## config.mk

```make
export PLATFORM = sky130hd
export DESIGN_NAME = multiword_add_sequencer
export DESIGN_NICKNAME = d
export VERILOG_FILES = /design/src/rtl/multiword_add_sequencer_pkg.sv /design/src/rtl/multiword_add_sequencer_csa.sv /design/src/rtl/multiword_add_sequencer.sv
export SDC_FILE = /design/constraint.sdc
export NUM_CORES = 1
export LEC_CHECK = 0
export ABC_AREA = 1
export ABC_CLOCK_PERIOD_IN_PS = 8000
export BUFFER_PORTS_ARGS = -buffer_cell sky130_fd_sc_hd__clkbuf_2
export CAP_MARGIN = 0
export CORE_MARGIN = 1.5
export CORE_UTILIZATION = 45
export CTS_BUF_LIST = sky130_fd_sc_hd__clkbuf_4
export DETAILED_ROUTE_END_ITERATION = 12
export PLACE_DENSITY = 0.71
export RECOVER_POWER = 100
export SETUP_SLACK_MARGIN = 0.02
export SYNTH_ARGS = -nofsm -noshare
export SYNTH_HDL_FRONTEND = slang
export SYNTH_SLANG_ARGS = --single-unit
```

## constraint.sdc

```tcl
create_clock -name clk -period 8 [get_ports clk]
set_input_delay 1.6 -clock clk [delete_from_list [all_inputs] [get_ports clk]]
set_output_delay 1.6 -clock clk [all_outputs]
set_load 0.02 [all_outputs]
```

## src/rtl/multiword_add_sequencer_pkg.sv

```systemverilog
`default_nettype none
// ============================================================================
//  Module      : addseq_pkg
//  Description : Shared types and constants for the multi-word add sequencer.
//  Revision    : 1.0  initial release
// ============================================================================
package addseq_pkg;

    // Width of the shared adder slice; the operand is processed in words of this size.
    localparam int SLICE_W = 32;

    typedef enum logic [1:0] {
        IDLE = 2'd0,
        RUN  = 2'd1,
        DONE = 2'd2
    } addseq_state_e;

endpackage : addseq_pkg
`default_nettype wire

```

## src/rtl/multiword_add_sequencer_csa.sv

```systemverilog
`default_nettype none
// ============================================================================
//  Module      : carry_select_adder_56678_32bits
//  Description : Combinational 32-bit carry-select adder. Each 8-bit block
//                precomputes its sum for carry-in 0 and 1; the incoming
//                block carry picks one.
//  Revision    : 1.0  initial release
// ============================================================================
module carry_select_adder_56678_32bits (
    input  logic [31:0] a,
    input  logic [31:0] b,
    input  logic        cin,
    output logic [31:0] sum,
    output logic        cout
);

    localparam int BLK_W = 8;
    localparam int NBLK  = 32 / BLK_W;

    logic [NBLK:0] blk_c;

    assign blk_c[0] = cin;

    generate
        for (genvar i = 0; i < NBLK; i++) begin : g_blk
            logic [BLK_W:0] s0;
            logic [BLK_W:0] s1;

            // Both candidate sums are formed in parallel; the chain only muxes.
            assign s0 = {1'b0, a[i*BLK_W +: BLK_W]} + {1'b0, b[i*BLK_W +: BLK_W]};
            assign s1 = {1'b0, a[i*BLK_W +: BLK_W]} + {1'b0, b[i*BLK_W +: BLK_W]}
                      + {{BLK_W{1'b0}}, 1'b1};
            assign {blk_c[i+1], sum[i*BLK_W +: BLK_W]} = blk_c[i] ? s1 : s0;
        end
    endgenerate

    assign cout = blk_c[NBLK];

endmodule : carry_select_adder_56678_32bits
`default_nettype wire

```

## src/rtl/multiword_add_sequencer.sv

```systemverilog
`default_nettype none
// ============================================================================
//  Module      : multiword_add_sequencer
//  Description : Multi-cycle WIDTH-bit adder. Operands are captured on an
//                input handshake, then one shared 32-bit slice is stepped
//                over the words LSW first with the carry chained through a
//                register. The result is held until the consumer accepts it.
//  Config      : ADDSEQ_SUB_EN - adds in_sub; when set the block computes
//                a - b (out_cout=1 means no borrow).
//  Revision    : 1.0  initial release
// ============================================================================
module multiword_add_sequencer
    import addseq_pkg::*;
#(
    parameter int WIDTH = 128
) (
    input  logic             clk,
    input  logic             rst_n,
    input  logic             in_valid,
    output logic             in_ready,
    input  logic [WIDTH-1:0] in_a,
    input  logic [WIDTH-1:0] in_b,
    input  logic             in_cin,
    output logic             out_valid,
    input  logic             out_ready,
    output logic [WIDTH-1:0] out_sum,
    output logic             out_cout,
    output logic             busy
`ifdef ADDSEQ_SUB_EN
    ,
    input  logic             in_sub
`endif
);

    // Word count is derived from WIDTH and is intentionally not overridable.
    localparam int WORDS = WIDTH / SLICE_W;
    localparam int IDX_W = (WORDS > 1) ? $clog2(WORDS) : 1;
    localparam logic [IDX_W-1:0] LAST_IDX = IDX_W'(WORDS - 1);

    addseq_state_e                     state;
    logic [IDX_W-1:0]                  idx;
    logic                              carry;
    logic [WORDS-1:0][SLICE_W-1:0]     a_q;
    logic [WORDS-1:0][SLICE_W-1:0]     b_q;
    logic [WORDS-1:0][SLICE_W-1:0]     sum_q;
    logic [SLICE_W-1:0]                slice_sum;
    logic                              slice_cout;
    logic [WIDTH-1:0]                  b_load;
    logic                              carry_load;

    // Operand B and initial carry as seen at the accept edge.
`ifdef ADDSEQ_SUB_EN
    assign b_load     = in_sub ? ~in_b : in_b;
    assign carry_load = in_sub ? 1'b1  : in_cin;
`else
    assign b_load     = in_b;
    assign carry_load = in_cin;
`endif

    carry_select_adder_56678_32bits u_slice (
        .a    (a_q[idx]),
        .b    (b_q[idx]),
        .cin  (carry),
        .sum  (slice_sum),
        .cout (slice_cout)
    );

    assign out_sum = sum_q;

    // Control FSM; all handshake and status outputs are registered here.
    always_ff @(posedge clk or negedge rst_n) begin
        if (!rst_n) begin
            state     <= IDLE;
            idx       <= '0;
            carry     <= 1'b0;
            a_q       <= '0;
            b_q       <= '0;
            sum_q     <= '0;
            out_cout  <= 1'b0;
            out_valid <= 1'b0;
            in_ready  <= 1'b1;
            busy      <= 1'b0;
        end else begin
            case (state)
                IDLE: begin
                    if (in_valid) begin
                        a_q      <= in_a;
                        b_q      <= b_load;
                        carry    <= carry_load;
                        idx      <= '0;
                        in_ready <= 1'b0;
                        busy     <= 1'b1;
                        state    <= RUN;
                    end
                end
                RUN: begin
                    sum_q[idx] <= slice_sum;
                    carry      <= slice_cout;
                    if (idx == LAST_IDX) begin
                        idx       <= '0;
                        out_cout  <= slice_cout;
                        out_valid <= 1'b1;
                        state     <= DONE;
                    end else begin
                        idx <= idx + IDX_W'(1);
                    end
                end
                DONE: begin
                    if (out_ready) begin
                        out_valid <= 1'b0;
                        in_ready  <= 1'b1;
                        busy      <= 1'b0;
                        state     <= IDLE;
                    end
                end
                default: begin
                    out_valid <= 1'b0;
                    in_ready  <= 1'b1;
                    busy      <= 1'b0;
                    state     <= IDLE;
                end
            endcase
        end
    end

endmodule : multiword_add_sequencer
`default_nettype wire

```

==> run metrics <==
min cycle time layout 6160 ps; largest cells by area after synthesis dfrtp_1, nand2_1, o21ai_0, nor2_1, ha_1; crit share post-route 77.0%; syn_nets 2734; library cells used by synthesis 35; FF-to-FF End a_q[82]$_DFFE_PN0P_; number of buffers created by CTS 101; most frequent cell after synthesis nand2_1; largest net degree at the start of global routing 178; Worst R2R Path Depth 5; M1 GR Usage 38.0%; Via Count 17500; Slew @ Worst Pin 4510 ps; final net count 3121; Seq/Total Area, Yosys 52.5%; post-synthesis async set-or-reset flop share 100%; grt ovf 0; grt met2 use 41.5%; Starting DRT DRC Count 1380; htree depth 3; boundary pin count 393; CTS Hold Buffers Added 0; final wirelength 57.1 mm; Core Area 40900 sq um; maxcap violations 7; slew margin rel. -201%; Post-DRT Antenna Nets 0; post-detail-place hpwl 39.6 mm; biggest area consumer among synthesized cells dfrtp_1; YS warnings 0; CTS resizes 0; number of I/O port buffers 392; initial core utilization 45.7%; WP data arrival 6860 ps; RSZ-0062 raised after global routing false; GRT met3 Usage 4.62%; Filler Cell Count 4016; DRC violation count after routing 0; first-pass GRT wire length 89.7 mm; GRT Overall Usage 26.8%; synthesis-to-finish area growth 17.7%; startpoint types input port; CTS sink count 393; Root Buffer clkbuf_4; status finished with violations; #FFs+latches synth 393; vias in the first global route 17200; Mapped Area 18700 sq um; Post-synth EDFFs 0; syn avg cell area 7.71 sq um; Final Wtd Congestion 0.853; failing checks max-capacitance violations, max-slew violations; routed vias/inst 5.12; Initial DRT Pass Iterations 6; Avg WL per Cell 16.7 um; initial antenna violation count 2; setup tns final 0 ps; GR peak layer met2; Die ar. 42800 sq um; FF/Latch Area 9840 sq um; maximum clock rate 162 MHz; critical path type input port to flip-flop; Synth Flop Type dfrtp_1; Critical Path End Type flip-flop; Critical Path RT 8700 ps; reg2reg start state[1]$_DFFE_PN0P_; Die X 207 um; share of layout cells above drive strength 1 15.1%; clk buf depth 3; setup repair bufs after CTS 0; crit path capture a_q[82]$_DFFE_PN0P_; Synth Instances 2429; reg-to-reg slack, setup 2280 ps; final hold viol count 0; Hold Path Class flip-flop to flip-flop; Clk Latency, worst-skew pair 810 ps; crit path max fanout 108; CP startpoint in_valid; Clock Pin Slew Worst Setup and Hold Paths 60 ps; FP Rows 74; final max-slew violation count 632; Multi-input gate area 8040 sq um; Synth top area share 52.4%; CTS tree done; clock skew 41.2 ps; most common library cells after synthesis nand2_1, dfrtp_1, o21ai_0, nor2_1, clkbuf_1; die height 207 um; # setup viols final 0
worst max-delay path, stage by stage:
cell	delay, ps
clkbuf_2	80
nand2_1	1410
clkbuf_1	3250
nand2_1	200
nand2_1	210
sequential cells by signal, summed over array words and instances (netlist names), 2 cells and up:
| name | flops |
|---|---|
| state | 2 |
| b_q | 128 |
| out_sum | 128 |
| idx | 2 |
| a_q | 128 |
worst min-delay path by stage:
stage,to,from,depth (start not counted),slack [ps]
2_1_floorplan,a_q[64]$_DFFE_PN0P_,a_q[64]$_DFFE_PN0P_,2,440
3_3_place_gp,a_q[85]$_DFFE_PN0P_,a_q[85]$_DFFE_PN0P_,2,460
3_5_place_dp,a_q[90]$_DFFE_PN0P_,a_q[90]$_DFFE_PN0P_,2,460
4_1_cts,a_q[61]$_DFFE_PN0P_,a_q[61]$_DFFE_PN0P_,2,480
5_1_grt,a_q[52]$_DFFE_PN0P_,a_q[52]$_DFFE_PN0P_,2,490
6_report,b_q[82]$_DFFE_PN0P_,b_q[82]$_DFFE_PN0P_,2,470
cell families (layout without fill, tap and decap cells):
logic type               count (synthesis)  after routing  synth area share (%)
AND/OR/NAND/NOR                       1485           1485                  30.9
flip-flops                             393            393                  52.5
AO/OA/AOI/OAI                          264            264                  7.67
buffers and inverters                  211            674                  4.27
adder cells (fa/ha/maj)                 44             44                  3.10
XOR/XNOR                                31             31                  1.45
multiplexers                             1              1                0.0535
other                                    0              2                     0
routing by layer:
metal,part of all wire [%],vias up
li1,-,8504
met1,46,8307
met2,45,643
met3,7.0,84
met4,2.2,2
met5,0.023,-
cell usage in the layout, fill, tap and decap left out, drive strengths merged, types with 2 or more instances in the layout:
cell type  count
fa             4
xnor2         11
ha            40
nand3b        10
diode          2
clkbuf       546
clkinv        27
a31oi          2
xor2          20
o22ai         60
inv           92
a21oi         22
dfrtp        392
nand2       1252
nand4         20
o21ai        171
buf            8
nand3         41
nor2         158
nor3           3
a32oi          4
cell type report:
class | count | area share (%)
clock inverters | 31 | 0.670
clock buffers | 148 | 5.04
multi-input cells | 1825 | 36.5
flip-flops and latches | 393 | 44.6
well taps | 532 | 3.02
diodes | 2 | 0.0227
inverters | 89 | 1.56
repair buffers | 406 | 8.57
metrics by stage:
step           std cells  hold WS [ps]  area [sq um]  utilization (%)  setup slack, ps
5_1_grt             3425           489         22000             53.9             1190
6_report            3426           473         22000             53.9             1840
3_3_place_gp        3245           456         21000             51.4             2960
4_1_cts             3424           477         22300             54.5             2720
2_1_floorplan       2429           444         18700                -             4540
3_5_place_dp        3245           460         21000             51.4             2740
Power is not shown: default switching activity piles up to over one toggle a cycle in this logic, so the estimate is an artifact.
